--- src/rtl/load_store_unit_pkg.sv ---
// Shared encodings for the load/store unit: memory_type / memory_rw decode
// values, FSM state codes and the alignment check used by the trap build.
// No ports; imported by lsu_lane_align and load_store_unit.
package load_store_unit_pkg;

    // memory_type encodings (access width / signedness)
    localparam logic [3:0] MT_X  = 4'd0;
    localparam logic [3:0] MT_B  = 4'd1;
    localparam logic [3:0] MT_H  = 4'd2;
    localparam logic [3:0] MT_W  = 4'd3;
    localparam logic [3:0] MT_BU = 4'd4;
    localparam logic [3:0] MT_HU = 4'd5;

    // memory_rw encodings
    localparam logic [1:0] M_X = 2'd0;
    localparam logic [1:0] M_R = 2'd1;
    localparam logic [1:0] M_W = 2'd2;

    typedef enum logic [1:0] {
        LSU_IDLE = 2'd0,
        LSU_REQ  = 2'd1,
        LSU_DONE = 2'd2
    } lsu_state_e;

    // Halves must sit on a 2-byte boundary, words on a 4-byte boundary.
    // Anything that is not a byte or half access is handled as a word.
    function automatic logic is_misaligned(input logic [3:0] mt, input logic [1:0] lo);
        logic mis;
        case (mt)
            MT_B, MT_BU: mis = 1'b0;
            MT_H, MT_HU: mis = lo[0];
            default:     mis = (lo != 2'b00);
        endcase
        return mis;
    endfunction

endpackage

--- src/rtl/lsu_lane_align.sv ---
// Purpose: byte-lane steering for the LSU (strobes, store replication, load extract/extend).
// Latency: purely combinational.
// Backpressure: none; follows whatever type/address the parent presents.
// Ports: memory_type, addr_lo (byte offset in word), store_data, rdata in;
//        wstrb, wdata (lane-replicated store), load_ext (extended load) out.
module lsu_lane_align
    import load_store_unit_pkg::*;
(
    input  logic [3:0]  memory_type,
    input  logic [1:0]  addr_lo,
    input  logic [31:0] store_data,
    input  logic [31:0] rdata,
    output logic [3:0]  wstrb,
    output logic [31:0] wdata,
    output logic [31:0] load_ext
);

    logic [7:0]  byte_sel;
    logic [15:0] half_sel;

    always_comb begin
        case (addr_lo)
            2'd0:    byte_sel = rdata[7:0];
            2'd1:    byte_sel = rdata[15:8];
            2'd2:    byte_sel = rdata[23:16];
            default: byte_sel = rdata[31:24];
        endcase
        // addr_lo[0] is deliberately ignored for halves: with no trap the
        // offending bit is dropped and the enclosing aligned half is used.
        half_sel = addr_lo[1] ? rdata[31:16] : rdata[15:0];
    end

    always_comb begin
        wstrb    = 4'hF;
        wdata    = store_data;
        load_ext = rdata;
        case (memory_type)
            MT_B, MT_BU: begin
                wstrb    = 4'b0001 << addr_lo;
                wdata    = {4{store_data[7:0]}};
                load_ext = (memory_type == MT_B) ? {{24{byte_sel[7]}}, byte_sel}
                                                 : {24'd0, byte_sel};
            end
            MT_H, MT_HU: begin
                wstrb    = 4'b0011 << {addr_lo[1], 1'b0};
                wdata    = {2{store_data[15:0]}};
                load_ext = (memory_type == MT_H) ? {{16{half_sel[15]}}, half_sel}
                                                 : {16'd0, half_sel};
            end
            default: begin
                // MT_W, and MT_X / unknown codes, move a full word
                wstrb    = 4'hF;
                wdata    = store_data;
                load_ext = rdata;
            end
        endcase
    end

endmodule

--- src/rtl/load_store_unit.sv ---
// Purpose: MEM-stage load/store unit: one word-aligned bus access per instruction.
// Latency: access seen cycle 0, mem_req from cycle 1, results pulse the cycle after mem_ack (min 3 cycles).
// Backpressure: stall held while IDLE-with-access or REQ; mem_req held until mem_ack or timeout.
// Ports: clk, reset (async, active-high); req_valid/memory_type/memory_rw/addr/store_data from decode;
//        stall, load_data, load_valid, bus_err, misaligned to pipeline; mem_* bus with mem_ack/mem_rdata.
// Optional build macro MISALIGN_TRAP_EN: trap misaligned H/W accesses without a bus cycle.
module load_store_unit
    import load_store_unit_pkg::*;
#(
    parameter int ADDR_W  = 32,
    parameter int TIMEOUT = 16
) (
    input  logic              clk,
    input  logic              reset,
    input  logic              req_valid,
    input  logic [3:0]        memory_type,
    input  logic [1:0]        memory_rw,
    input  logic [ADDR_W-1:0] addr,
    input  logic [31:0]       store_data,
    output logic              stall,
    output logic [31:0]       load_data,
    output logic              load_valid,
    output logic              bus_err,
    output logic              misaligned,
    output logic              mem_req,
    output logic              mem_we,
    output logic [ADDR_W-1:0] mem_addr,
    output logic [3:0]        mem_wstrb,
    output logic [31:0]       mem_wdata,
    input  logic              mem_ack,
    input  logic [31:0]       mem_rdata
);

    // Counter only needs to reach TIMEOUT-1.
    localparam int                CNT_W    = (TIMEOUT > 1) ? $clog2(TIMEOUT) : 1;
    localparam logic [CNT_W-1:0]  CNT_LAST = CNT_W'((TIMEOUT > 0) ? TIMEOUT - 1 : 0);

    lsu_state_e        state_q, state_d;
    logic [CNT_W-1:0]  cnt_q, cnt_d;
    logic [3:0]        mt_q;
    logic [1:0]        lo_q;
    logic              we_q;
    logic [ADDR_W-1:0] addr_q;
    logic [3:0]        wstrb_q;
    logic [31:0]       wdata_q;
    logic [31:0]       load_data_q, load_data_d;
    logic              load_valid_q, load_valid_d;
    logic              bus_err_q, bus_err_d;
    logic              mis_q, mis_d;
    logic              latch_en;

    logic              access;
    logic              mis_now;
    logic              expire;
    logic [3:0]        sel_mt;
    logic [1:0]        sel_lo;
    logic [3:0]        al_wstrb;
    logic [31:0]       al_wdata;
    logic [31:0]       al_load;

    assign access = req_valid && (memory_rw != M_X);
    assign expire = (TIMEOUT != 0) && (cnt_q == CNT_LAST);

`ifdef MISALIGN_TRAP_EN
    assign mis_now = is_misaligned(memory_type, addr[1:0]);
`else
    assign mis_now = 1'b0;
`endif

    // One aligner serves both ends of the access: live decode inputs while
    // IDLE (to build strobes/wdata for the latch), latched type/offset while
    // REQ (to extract the returning read data).
    assign sel_mt = (state_q == LSU_IDLE) ? memory_type : mt_q;
    assign sel_lo = (state_q == LSU_IDLE) ? addr[1:0]   : lo_q;

    lsu_lane_align u_align (
        .memory_type (sel_mt),
        .addr_lo     (sel_lo),
        .store_data  (store_data),
        .rdata       (mem_rdata),
        .wstrb       (al_wstrb),
        .wdata       (al_wdata),
        .load_ext    (al_load)
    );

    always_comb begin
        state_d      = state_q;
        cnt_d        = cnt_q;
        stall        = 1'b0;
        mem_req      = 1'b0;
        latch_en     = 1'b0;
        load_data_d  = load_data_q;
        load_valid_d = 1'b0;
        bus_err_d    = 1'b0;
        mis_d        = 1'b0;
        case (state_q)
            LSU_IDLE: begin
                if (access) begin
                    stall = 1'b1;
                    if (mis_now) begin
                        state_d     = LSU_DONE;
                        mis_d       = 1'b1;
                        load_data_d = 32'd0;
                    end else begin
                        state_d  = LSU_REQ;
                        latch_en = 1'b1;
                        cnt_d    = '0;
                    end
                end
            end
            LSU_REQ: begin
                stall   = 1'b1;
                mem_req = 1'b1;
                // ack is tested first so a late ack on the expiry cycle still wins
                if (mem_ack) begin
                    state_d      = LSU_DONE;
                    load_valid_d = !we_q;
                    load_data_d  = we_q ? 32'd0 : al_load;
                end else if (expire) begin
                    state_d     = LSU_DONE;
                    bus_err_d   = 1'b1;
                    load_data_d = 32'd0;
                end else begin
                    cnt_d = cnt_q + 1'b1;
                end
            end
            LSU_DONE: begin
                // pipeline advances at the end of this cycle; never relaunch from here
                state_d = LSU_IDLE;
            end
            default: state_d = LSU_IDLE;
        endcase
    end

    always_ff @(posedge clk or posedge reset) begin
        if (reset) begin
            state_q      <= LSU_IDLE;
            cnt_q        <= '0;
            load_data_q  <= 32'd0;
            load_valid_q <= 1'b0;
            bus_err_q    <= 1'b0;
            mis_q        <= 1'b0;
        end else begin
            state_q      <= state_d;
            cnt_q        <= cnt_d;
            load_data_q  <= load_data_d;
            load_valid_q <= load_valid_d;
            bus_err_q    <= bus_err_d;
            mis_q        <= mis_d;
        end
    end

    always_ff @(posedge clk or posedge reset) begin
        if (reset) begin
            mt_q    <= MT_X;
            lo_q    <= 2'd0;
            we_q    <= 1'b0;
            addr_q  <= '0;
            wstrb_q <= 4'd0;
            wdata_q <= 32'd0;
        end else if (latch_en) begin
            mt_q    <= memory_type;
            lo_q    <= addr[1:0];
            we_q    <= (memory_rw == M_W);
            addr_q  <= {addr[ADDR_W-1:2], 2'b00};
            wstrb_q <= al_wstrb;
            wdata_q <= al_wdata;
        end
    end

    // Bus fields come straight from the latch so they cannot move during REQ.
    assign mem_we     = we_q;
    assign mem_addr   = addr_q;
    assign mem_wstrb  = wstrb_q;
    assign mem_wdata  = wdata_q;
    assign load_data  = load_data_q;
    assign load_valid = load_valid_q;
    assign bus_err    = bus_err_q;
    assign misaligned = mis_q;

endmodule

--- config.mk ---
export PLATFORM = sky130hd
export DESIGN_NAME = load_store_unit
export DESIGN_NICKNAME = d
export VERILOG_FILES = /design/src/rtl/load_store_unit_pkg.sv /design/src/rtl/lsu_lane_align.sv /design/src/rtl/load_store_unit.sv
export SDC_FILE = /design/constraint.sdc
export NUM_CORES = 1
export LEC_CHECK = 0
export BUFFER_PORTS_ARGS = -buffer_cell sky130_fd_sc_hd__buf_2
export CAP_MARGIN = 20
export CORE_ASPECT_RATIO = 1.4
export CORE_MARGIN = 10
export CORE_UTILIZATION = 30
export CTS_CLUSTER_SIZE = 28
export DETAILED_ROUTE_END_ITERATION = 8
export SYNTH_ARGS = -nofsm -noshare
export SYNTH_HDL_FRONTEND = slang
export SYNTH_SLANG_ARGS = --single-unit
--- constraint.sdc ---
create_clock -name clk -period 5.4 [get_ports clk]
set_clock_uncertainty 0.1 [all_clocks]
set_input_delay 1.08 -clock clk [delete_from_list [all_inputs] [get_ports clk]]
set_output_delay 1.08 -clock clk [all_outputs]
set_load 0.02 [all_outputs]
=== After elaboration in Yosys (flattened, before gate mapping) ===
Cells that the tools add are included.
W data, S select, Z words.

* Add/subtract/negate cells: 1
* Equality and inequality tests: 13
* Shift-type cells: 2
* Multiplexer cells: 29
* Reduce and logical (&&, ||, !) cells: 12

{| class="wikitable"
|+ Operators by type and width
! kind !! count
|-
| $mux W32 || 5
|-
| $pmux W32 S2 || 2
|-
| $pmux W8 S3 || 1
|-
| $mux W16 || 1
|-
| $mux W4 || 4
|-
| $pmux W4 S2 || 2
|-
| $eq A4 B3 Y1 const B || 2
|-
| $mux W1 || 8
|-
| $mux W2 || 4
|-
| $ne A2 B2 Y1 const B || 3
|-
| $reduce_bool A2 Y1 || 3
|-
| $add A4 B1 Y4 const B || 1
|-
| $eq A2 B1 Y1 const B || 2
|-
| $eq A2 B2 Y1 const B || 2
|-
| $eq A4 B1 Y1 const B || 1
|-
| $eq A4 B2 Y1 const B || 1
|-
| $eq A4 B4 Y1 const B || 1
|-
| $logic_not A2 Y1 || 2
|-
| $pmux W2 S2 || 1
|-
| $reduce_and A2 Y1 || 2
|-
| $reduce_and A4 Y1 || 1
|-
| $reduce_or A2 Y1 || 2
|-
| $shl A1 B2 Y4 const A || 1
|-
| $shl A2 B2 Y4 const A || 1
|-
| 4 further kinds || 4
|}

* Register bits after elaboration: 113
* Input bits: 106

=== Logic depth before layout (Yosys ltp) ===
Gate-level depths: netlist of run 1.

* Word-level depth: 8
* Mapped depth: 10

=== Modules after synthesis ===
Synthesis of run 1 repeated with hierarchy kept, for this count alone.

* Cells, all modules: 441
* Area, all modules: 5484.0 um^2

{| class="wikitable"
|+ By module, submodules not included
! module !! cells an instance !! sequential area each (um^2) !! instances !! area an instance (um^2)
|-
| load_store_unit || 277 || 2827.7 || 1 || 4346.7
|-
| lsu_lane_align || 164 || 0.0 || 1 || 1137.3
|}

=== Worst setup path after synthesis of run 1 ===
OpenSTA, ideal clock, no wires.

* Path kind: in2reg
* Start point: input addr[1]
* End point: register load_data_q[0] (netlist: load_data[0])
* Stages on the path: 6
* Path slack: 2.548 ns
* Arrival: 2.626 ns
* Setup time: 0.126 ns
* Cells stage by stage: nor3b_1 > nor2_1 > clkbuf_1 > mux2_2 > a221oi_1 > o21ai_1

* Cells in the longest elaborated chain, start to end: 7

{| class="wikitable"
|+ RTL lines
! item !! line !! RTL
|-
| start: declaration || load_store_unit.sv:18 || <nowiki>input logic [ADDR_W-1:0] addr,</nowiki>
|-
| $mux W2 (*) || load_store_unit.sv:74 || <nowiki>assign sel_lo = (state_q == LSU_IDLE) ? addr[1:0] : lo_q;</nowiki>
|-
| $eq A2 B2 Y1 (tied with other cells) || lsu_lane_align.sv:22 || <nowiki>case (addr_lo)</nowiki>
|-
| $pmux W8 S3 || lsu_lane_align.sv:22 ||
|-
| $mux W32 || lsu_lane_align.sv:41 || <nowiki>load_ext = (memory_type == MT_B) ? {{24{byte_sel[7]}}, byte_sel}</nowiki>
|-
| $pmux W32 S2 (*) || lsu_lane_align.sv:37 || <nowiki>case (memory_type)</nowiki>
|-
| $mux W32 (*) || load_store_unit.sv:118 || <nowiki>load_data_d = we_q ? 32'd0 : al_load;</nowiki>
|-
| $mux W32 (*) || load_store_unit.sv:115 || <nowiki>if (mem_ack) begin</nowiki>
|-
| end signal: assignment || load_store_unit.sv:146 || <nowiki>load_data_q <= load_data_d;</nowiki>
|-
| end: declaration || load_store_unit.sv:46 || <nowiki>logic [31:0] load_data_q, load_data_d;</nowiki>
|}

Every way passes the cells marked *; elsewhere a longest branch is shown, timed or not.
A chain may end at the register's enable or synchronous reset.

=== Worst setup path in the final report of run 1 ===
* Start point: input memory_rw[1]
* End point: output stall

* Cells in the longest elaborated chain, start to end: 4

{| class="wikitable"
|+ RTL lines
! item !! line !! RTL
|-
| start: declaration || load_store_unit.sv:17 || <nowiki>input logic [1:0] memory_rw,</nowiki>
|-
| $reduce_bool A2 Y1 || load_store_unit.sv:61 || <nowiki>assign access = req_valid && (memory_rw != M_X);</nowiki>
|-
| $logic_and A1 B1 Y1 || load_store_unit.sv:61 ||
|-
| $mux W1 || -- ||
|-
| $pmux W1 S2 || load_store_unit.sv:96 || <nowiki>case (state_q)</nowiki>
|-
| end: declaration || load_store_unit.sv:20 || <nowiki>output logic stall,</nowiki>
|}

No other way between the ends.

==> results of run 1 <==
[routing by layer]
| layer | track usage | vias to the layer above |
|---|---|---|
| met5 | 0 | - |
| met4 | 0.07727 | 2 |
| met3 | 0.04307 | 41 |
| met2 | 0.2521 | 190 |
| met1 | 0.1742 | 2271 |
| li1 | - | 2373 |
[stage by stage]
| stage | instance area, um^2 | util | total power, mW | worst slack [ns] |
|---|---|---|---|---|
| after global placement | 6575 | 0.3763 | 3.078 | 1.968 |
| after floorplan | 5379 | - | 2.492 | 1.233 |
| after detailed placement | 6575 | 0.3763 | 3.107 | 1.907 |
| after CTS | 7213 | 0.4128 | 4.346 | 2.113 |
| after global routing | 7252 | 0.4150 | 4.582 | 2.057 |
| final | 7257 | 0.4153 | 4.286 | 2.163 |
[power breakdown]
part	internal (mW)	switching (mW)	leakage, nW	total [mW]
sequential	1.18	0.195	1.39	1.37
combinational	0.578	1.12	1.98	1.70
clock	0.818	0.398	0.308	1.22
[kinds of logic (layout without fill, tap and decap cells)]
group | count (synthesis) | count (layout) | share of synthesized area
flip-flops | 113 | 113 | 0.5264
other | 1 | 5 | 0.0006981
buffers and inverters | 49 | 255 | 0.04519
adder cells (fa/ha/maj) | 1 | 1 | 0.002329
AO/OA/AOI/OAI | 110 | 110 | 0.1486
multiplexers | 18 | 18 | 0.05311
XOR/XNOR | 6 | 6 | 0.009783
AND/OR/NAND/NOR | 283 | 283 | 0.2138
[tightest hold or removal path: stages (launching register included)]
cell and delay, ns:
dfrtp_1 0.33, nand2_1 0.05, nand2_1 0.05
[sequential cells by signal (all words and copies together), names as in the netlist]
register	flops
bus_err	1
cnt_q	4
lo_q	2
load_data	32
load_valid	1
mem_addr	30
mem_wdata	32
mem_we	1
mem_wstrb	4
mt_q	4
state_q	2
[area by class of cell]
type,count,area [um^2]
diodes,2,5.005
clock buffers,22,484.2
clock inverters,9,153.9
fillers,1785,10220
inverters,7,28.78
multi-input cells,421,2330
flip-flops and latches,113,2828
well taps,236,295.3
repair buffers,217,1132
[cell usage after synthesis (all sizes together) (4+ instances only)]
cell type / count / share of area
nand2: 212 / 0.15
dfrtp: 113 / 0.53
o21ai: 48 / 0.052
nor2: 43 / 0.033
clkbuf: 26 / 0.018
a31oi: 17 / 0.020
buf: 16 / 0.022
a221oi: 8 / 0.013
a222oi: 8 / 0.015
a32oi: 8 / 0.013
mux2: 8 / 0.017
nand3: 8 / 0.0075
a21oi: 7 / 0.0072
mux4: 7 / 0.029
inv: 6 / 0.0042
xor2: 4 / 0.0065
[path summary, 6_finish.rpt]
kind,start,endpoint,slack (ns),cells after the start
setup / recovery,memory_rw[1],stall,2.16,4
hold / removal,mem_addr[4],mem_addr[4],0.37,2
setup reg to reg,state_q[0],mem_wdata[27],2.31,6
hold reg to reg,mem_addr[4],mem_addr[4],0.37,2
max in group asynchronous,reset,mem_addr[28],3.60,4
min in group asynchronous,reset,mem_addr[11],0.50,2
==> metrics list, run 1 <==
- Final setup viols: 0
- The worst pin sits at a relative slew slack of 0.2793.
* Std-Cell Core Area: 17,470 um^2
- Overall routed net length: around 18,000 um
- Sink count of the clock tree: ~110
- Cell area after technology mapping: roughly 5400 um^2
* Most common cell after layout, fill and taps aside: nand2_1
* Count of buffer and inverter cells on the critical path: 2
* Max stage delay on crit path: roughly 0.54 ns
- Lkg Pwr: between 3 and 4 nW
- Final cycle utilization of the critical path: 0.5994
- Count of pins over their slew limit: 0
* DR WL/cell: about 18 um
- Among all stages on the critical path, the largest delay is contributed by o21ai_0.
* Type of the worst min-delay path: register to register
- Outcome: finished, final reports clean
* Sum of net half-perimeters after detailed placement: between 10,000 and 15,000 um
- List of cells traversed by the critical path: buf_2, o21ai_0, a21oi_1, buf_2
- Largest delay contributor family on the critical path: compound AO/OA/AOI/OAI gates
* Std cell rows: 57
- In the global route stage, overall resource usage came out at 0.1513.
- Max IR drop VDD: just over 0.0002 V
* Resized cells post-CTS: 0
- In this run, the number of DRC markers left after iteration 0 of detailed routing was roughly 350.
- Largest net degree at the start of global routing: just over 80
- STA classifies the critical path endpoint as an output port.
* Number of endpoints with negative hold slack in the final report: 0
- Vias in the first global route: 5,109
- In the routed design, unresolved DRC markers number 0.
- DR WL met3: around 1200 um
- Ratio of cells with drive above 1 in the final layout: 0.3612
* Synth async-reset ratio: 1.000
- Arrival @ worst endpoint: around 2.1 ns
- Metal1 wirelength: roughly 7300 um
* Max Clock Freq: roughly 310 MHz
* Hold Buf Count CTS: 0
- Kind of start point of the critical path: primary input
- Number of flip-flops and latches in the synthesized netlist: ~110
- Number of primary I/O pins: 212
- The number of setup buffers added after CTS is 0.
- The top cell types in the final layout, fill and taps aside, are 212 x nand2_1, 208 x buf_2, 113 x dfrtp_1.
* Area of the die: 23,730 um^2
* Count of different cell masters after synthesis: 54
- Metal2 WL: slightly above 9000 um
- The highest layer touched by signal routing is met5.
* Tmin final: ~3.2 ns
- Post-CTS clock slew at the launch and capture registers of the worst setup and hold paths: ~0.05 ns
* # Max-Cap Violations: 0
- Number of nets in the final layout: 884
- Port buffer count: around 210
- Maximum fanout encountered on the critical timing path: 3
* Initial antenna violation count: 2
- In the synthesized netlist the dominant register cell turns out to be dfrtp_1.
- Yosys warning total: 0
- Placed cell count: 992
* Accumulated negative setup slack: 0 ns
* Total power per unit cell area: roughly 590 nW/um^2
* Maximum clock insertion buffer count: 2
* Cell with the most instances on the worst path: buf_2
* Count of nets left with antenna violations after detail routing: 0
* Mean post-synth cell area: 9.245 um^2
- For this run, the number of standard cells in the final layout without fillers is 1,027.
* Worst Setup Path Type: primary input to output port
- H-tree lvl count: 4
- After global routing the overflow that remains totals 0.
- From left edge to right edge, the die measures between 100 and 150 um.
- The tree is rooted in a clkbuf_16.
- Using the TritonRoute via totals, the vias-per-cell ratio works out to ~4.7.
- Sequential fraction of the synthesis area: 0.5264
- Syn-to-layout area delta: 35.10%
- Hold is met by between 0.3 and 0.4 ns.
* Last weighted congestion value of the routability-driven placer: 0.8456
* Initial cell density of the core: 0.3074
- At the worst endpoint, the required time is ~4.2 ns.
* Clock latency on the worst-skew pair: 0.40 ns
- The final route contains 4,877 vias.
- Clock buffer count from CTS: 17
- At the pin with the least slew margin, the transition time is 1.081 ns.
* Number of enable flip-flop cells after synthesis: 0
* Count of mapped cells out of synthesis: just under 600
- Die boundary height: 178.3 um
- RSZ-0062 raised after global routing: no
* Wire length of the first global-routing pass: between 20,000 and 30,000 um
- TritonCTS built the clock tree.
- Before antenna repair, the detailed router went through 5 iterations.
(Power assumes the default switching activity.)
==> run 2: changes to the inputs <==
==> constraint.sdc (replaced) <==
create_clock -name clk -period 2.7 [get_ports clk]
set_clock_uncertainty 0.1 [all_clocks]
set_input_delay 0.54 -clock clk [delete_from_list [all_inputs] [get_ports clk]]
set_output_delay 0.54 -clock clk [all_outputs]
set_load 0.02 [all_outputs]
==> run 2 against run 1 <==
Power up 100%. Clock-buffer cell count is 2 lower. Die area unchanged. Clock power up 93%. Sequential share of layout area down 0.29 points. Core utilization up 0.31 points. Non-clock buffer count is 9 higher. Largest power group unchanged.
==> metrics list, run 2 (synthesis gave the netlist of run 1 again) <==
- The post-route standard cell area excluding fillers came to 7311 um^2 (was 7257 um^2).
* Std cell rows: 57 (unchanged)
* Count of nets left with antenna violations after detail routing: 0 (unchanged)
- Via count: 4,894 (was 4,877)
- Post-CTS clock slew at the launch and capture registers of the worst setup and hold paths: 0.06 ns (was 0.05 ns)
- Die X-Extent: 133.1 um (unchanged)
* Element type at the critical path end: register (was output port)
* Outcome: finished, final reports clean (unchanged)
- The count of final max-slew check failures was 0 (unchanged).
- The worst ir drop on vdd is 0.0003791 V (was 0.0002062 V).
- The power density of the placed cells is 1172 nW/um^2 (was 590.7 nW/um^2).
* Std-Cell Core Area: 17,470 um^2 (unchanged)
- Kind of start point of the critical path: register (was primary input)
- The post-CTS setup buffer count is 0 (unchanged).
- The clock root buffer is clkbuf_16 (unchanged).
* Syn-to-layout area delta: 36.11% (was 35.10%)
- The post-route total power came to 8.570 mW (was 4.286 mW).
- The number of failing setup endpoints in the final timing report is 0 (unchanged).
- The worst slew slack as a fraction of its limit was 0.4775 (was 0.2793).
* Worst Setup Path Type: register to register (was primary input to output port)
- The number of remaining DRC errors was 0 (unchanged).
* Highest-delay cell along the critical path: dfrtp_1 (was o21ai_0)
* Overall routed net length: 18,140 um (was 18,320 um)
- The transition time at the pin with the least slew margin is 0.7837 ns (was 1.081 ns).
* Total routing usage reported by global routing: 0.1516 (was 0.1513)
* Accumulated negative setup slack: 0 ns (unchanged)
- The post-cts repair resize count was 0 (unchanged).
- # Max-Cap Violations: 0 (unchanged)
- CTS tree: yes (unchanged)
- Maximum clock insertion buffer count: 2 (unchanged)
* Initial antenna violation count: 2 (unchanged)
- Ratio of cells with drive above 1 in the final layout: 0.3672 (was 0.3612)
* Arrival @ worst endpoint: 2.63 ns (was 2.06 ns)
- Port buffer count: 208 (unchanged)
- The boundary pin count came to 212 (unchanged).
- Tmin final: approximately 2.5 ns
* RSZ-0062 raised after global routing: no (unchanged)
* Lkg Pwr: 3.700 nW (was 3.673 nW)
- The number of clock sinks was 113 (unchanged).
* Wire length of the first global-routing pass: 28,550 um (was 28,540 um)
* Number of nets in the final layout: 893 (was 884)
* Area of the die: 23,730 um^2 (unchanged)
- Most common cell after layout, fill and taps aside: nand2_1 (unchanged)
- Clock buffer count from CTS: 17 (unchanged)
- Count of buffer and inverter cells on the critical path: 0 (was 2)
- Sum of net half-perimeters after detailed placement: 13,510 um (was 13,540 um)
- The y dimension of the die was 178.3 um (unchanged).
- The global-route congestion overflow total came to 0 (unchanged).
- Avg Vias per Cell: 4.724 (was 4.749)
* Standard cell area after detailed placement: 6696 um^2 (was 6575 um^2)
* H-tree lvl count: 4 (unchanged)
* Critical Path RT: 2.87 ns (was 4.22 ns)
* Vias in the first global route: 5,068 (was 5,109)
* Max stage delay on crit path: 0.52 ns (was 0.54 ns)
* List of cells traversed by the critical path: nor3b_1, or2_1, mux2_4, o31ai_1, o211a_4, o21ai_0 (was buf_2, o21ai_0, a21oi_1, buf_2)
- The final weighted congestion in routability-driven placement was 0.8510 (was 0.8456).
* Largest net degree at the start of global routing: 114 (was 83)
* Max Clock Freq: 406.5 MHz
- The later-pin clock latency in the skew report is 0.41 ns (was 0.40 ns).
- The hold buffer count at CTS came to 0 (unchanged).
* Type of the worst min-delay path: primary input to async pin (was register to register)
* Final-layout worst hold slack: 0.1998 ns (was 0.3675 ns)
- Largest delay contributor family on the critical path: compound AO/OA/AOI/OAI gates (unchanged)
- Detailed Routing Iterations Pass 1: 6 (was 5)
- The first-iteration detailed-routing DRC count came to 324 (was 352).
- Top library cells by usage in the layout, fill and taps aside: 212 x nand2_1, 208 x buf_2, 113 x dfrtp_1 (unchanged)
- The maximum fanout along the worst path came to 16 (was 3).
* Number of endpoints with negative hold slack in the final report: 0 (unchanged)
- The routed length per instance was 17.51 um (was 17.84 um).
- Dividing the final minimum period by the clock period gives 0.9111.
- The initial core utilization is 0.3074 (unchanged).
## run 2: layer usage
| metal | part of all wire | global-route usage | wire length [um] | vias up |
|---|---|---|---|---|
| li1 | - | - | - | 2392 |
| met1 | 0.40 | 0.1758 | 7253 | 2313 |
| met2 | 0.51 | 0.2535 | 9261 | 166 |
| met3 | 0.063 | 0.04730 | 1148 | 23 |
| met4 | 0.026 | 0.06545 | 473 | 0 |
| met5 | 0 | 0 | 0 | - |
## run 2: power by group
part	leakage (nW)	internal (mW)	total (mW)	switching [mW]
clock network	0.292	1.56	2.36	0.802
registers	1.39	2.36	2.74	0.385
logic	2.02	1.23	3.47	2.24
## run 2: worst reg2reg max path, stage by stage (launching register included)
cell and delay (ns):
dfrtp_1 0.52, nor3b_1 0.34, or2_1 0.20, mux2_4 0.35
o31ai_1 0.29, o211a_4 0.39, o21ai_0 0.15
## run 2: final timing paths
kind | end | cells past startpoint | slack (ns) | from
setup / recovery | load_data[26] | 6 | 0.24 | state_q[0]
hold / removal | mem_addr[9] | 3 | 0.20 | reset
setup reg to reg | load_data[26] | 6 | 0.24 | state_q[0]
hold reg to reg | mem_addr[7] | 2 | 0.36 | mem_addr[7]
max in group asynchronous | load_data[7] | 3 | 1.82 | reset
min in group clk | mem_addr[6] | 3 | 0.21 | addr[6]
## run 2: cell type report
type                            instances  area, um^2
Antenna cell                            2       5.005
Sequential cell                       113        2828
Fill cell                            1774       10160
Multi-Input combinational cell        421        2330
Clock inverter                         11       162.7
Timing Repair Buffer                  226        1214
Inverter                                7       30.03
Clock buffer                           20       446.7
Tap cell                              236       295.3
## run 2: per-stage QoR
stage	utilization	cells	setup WS, ns
2_1_floorplan	-	583	0.2821
3_3_place_gp	0.3832	1003	0.2353
3_5_place_dp	0.3832	1003	0.1938
4_1_cts	0.4181	1034	0.2466
5_1_grt	0.4183	1035	0.02887
6_report	0.4184	1036	0.2400
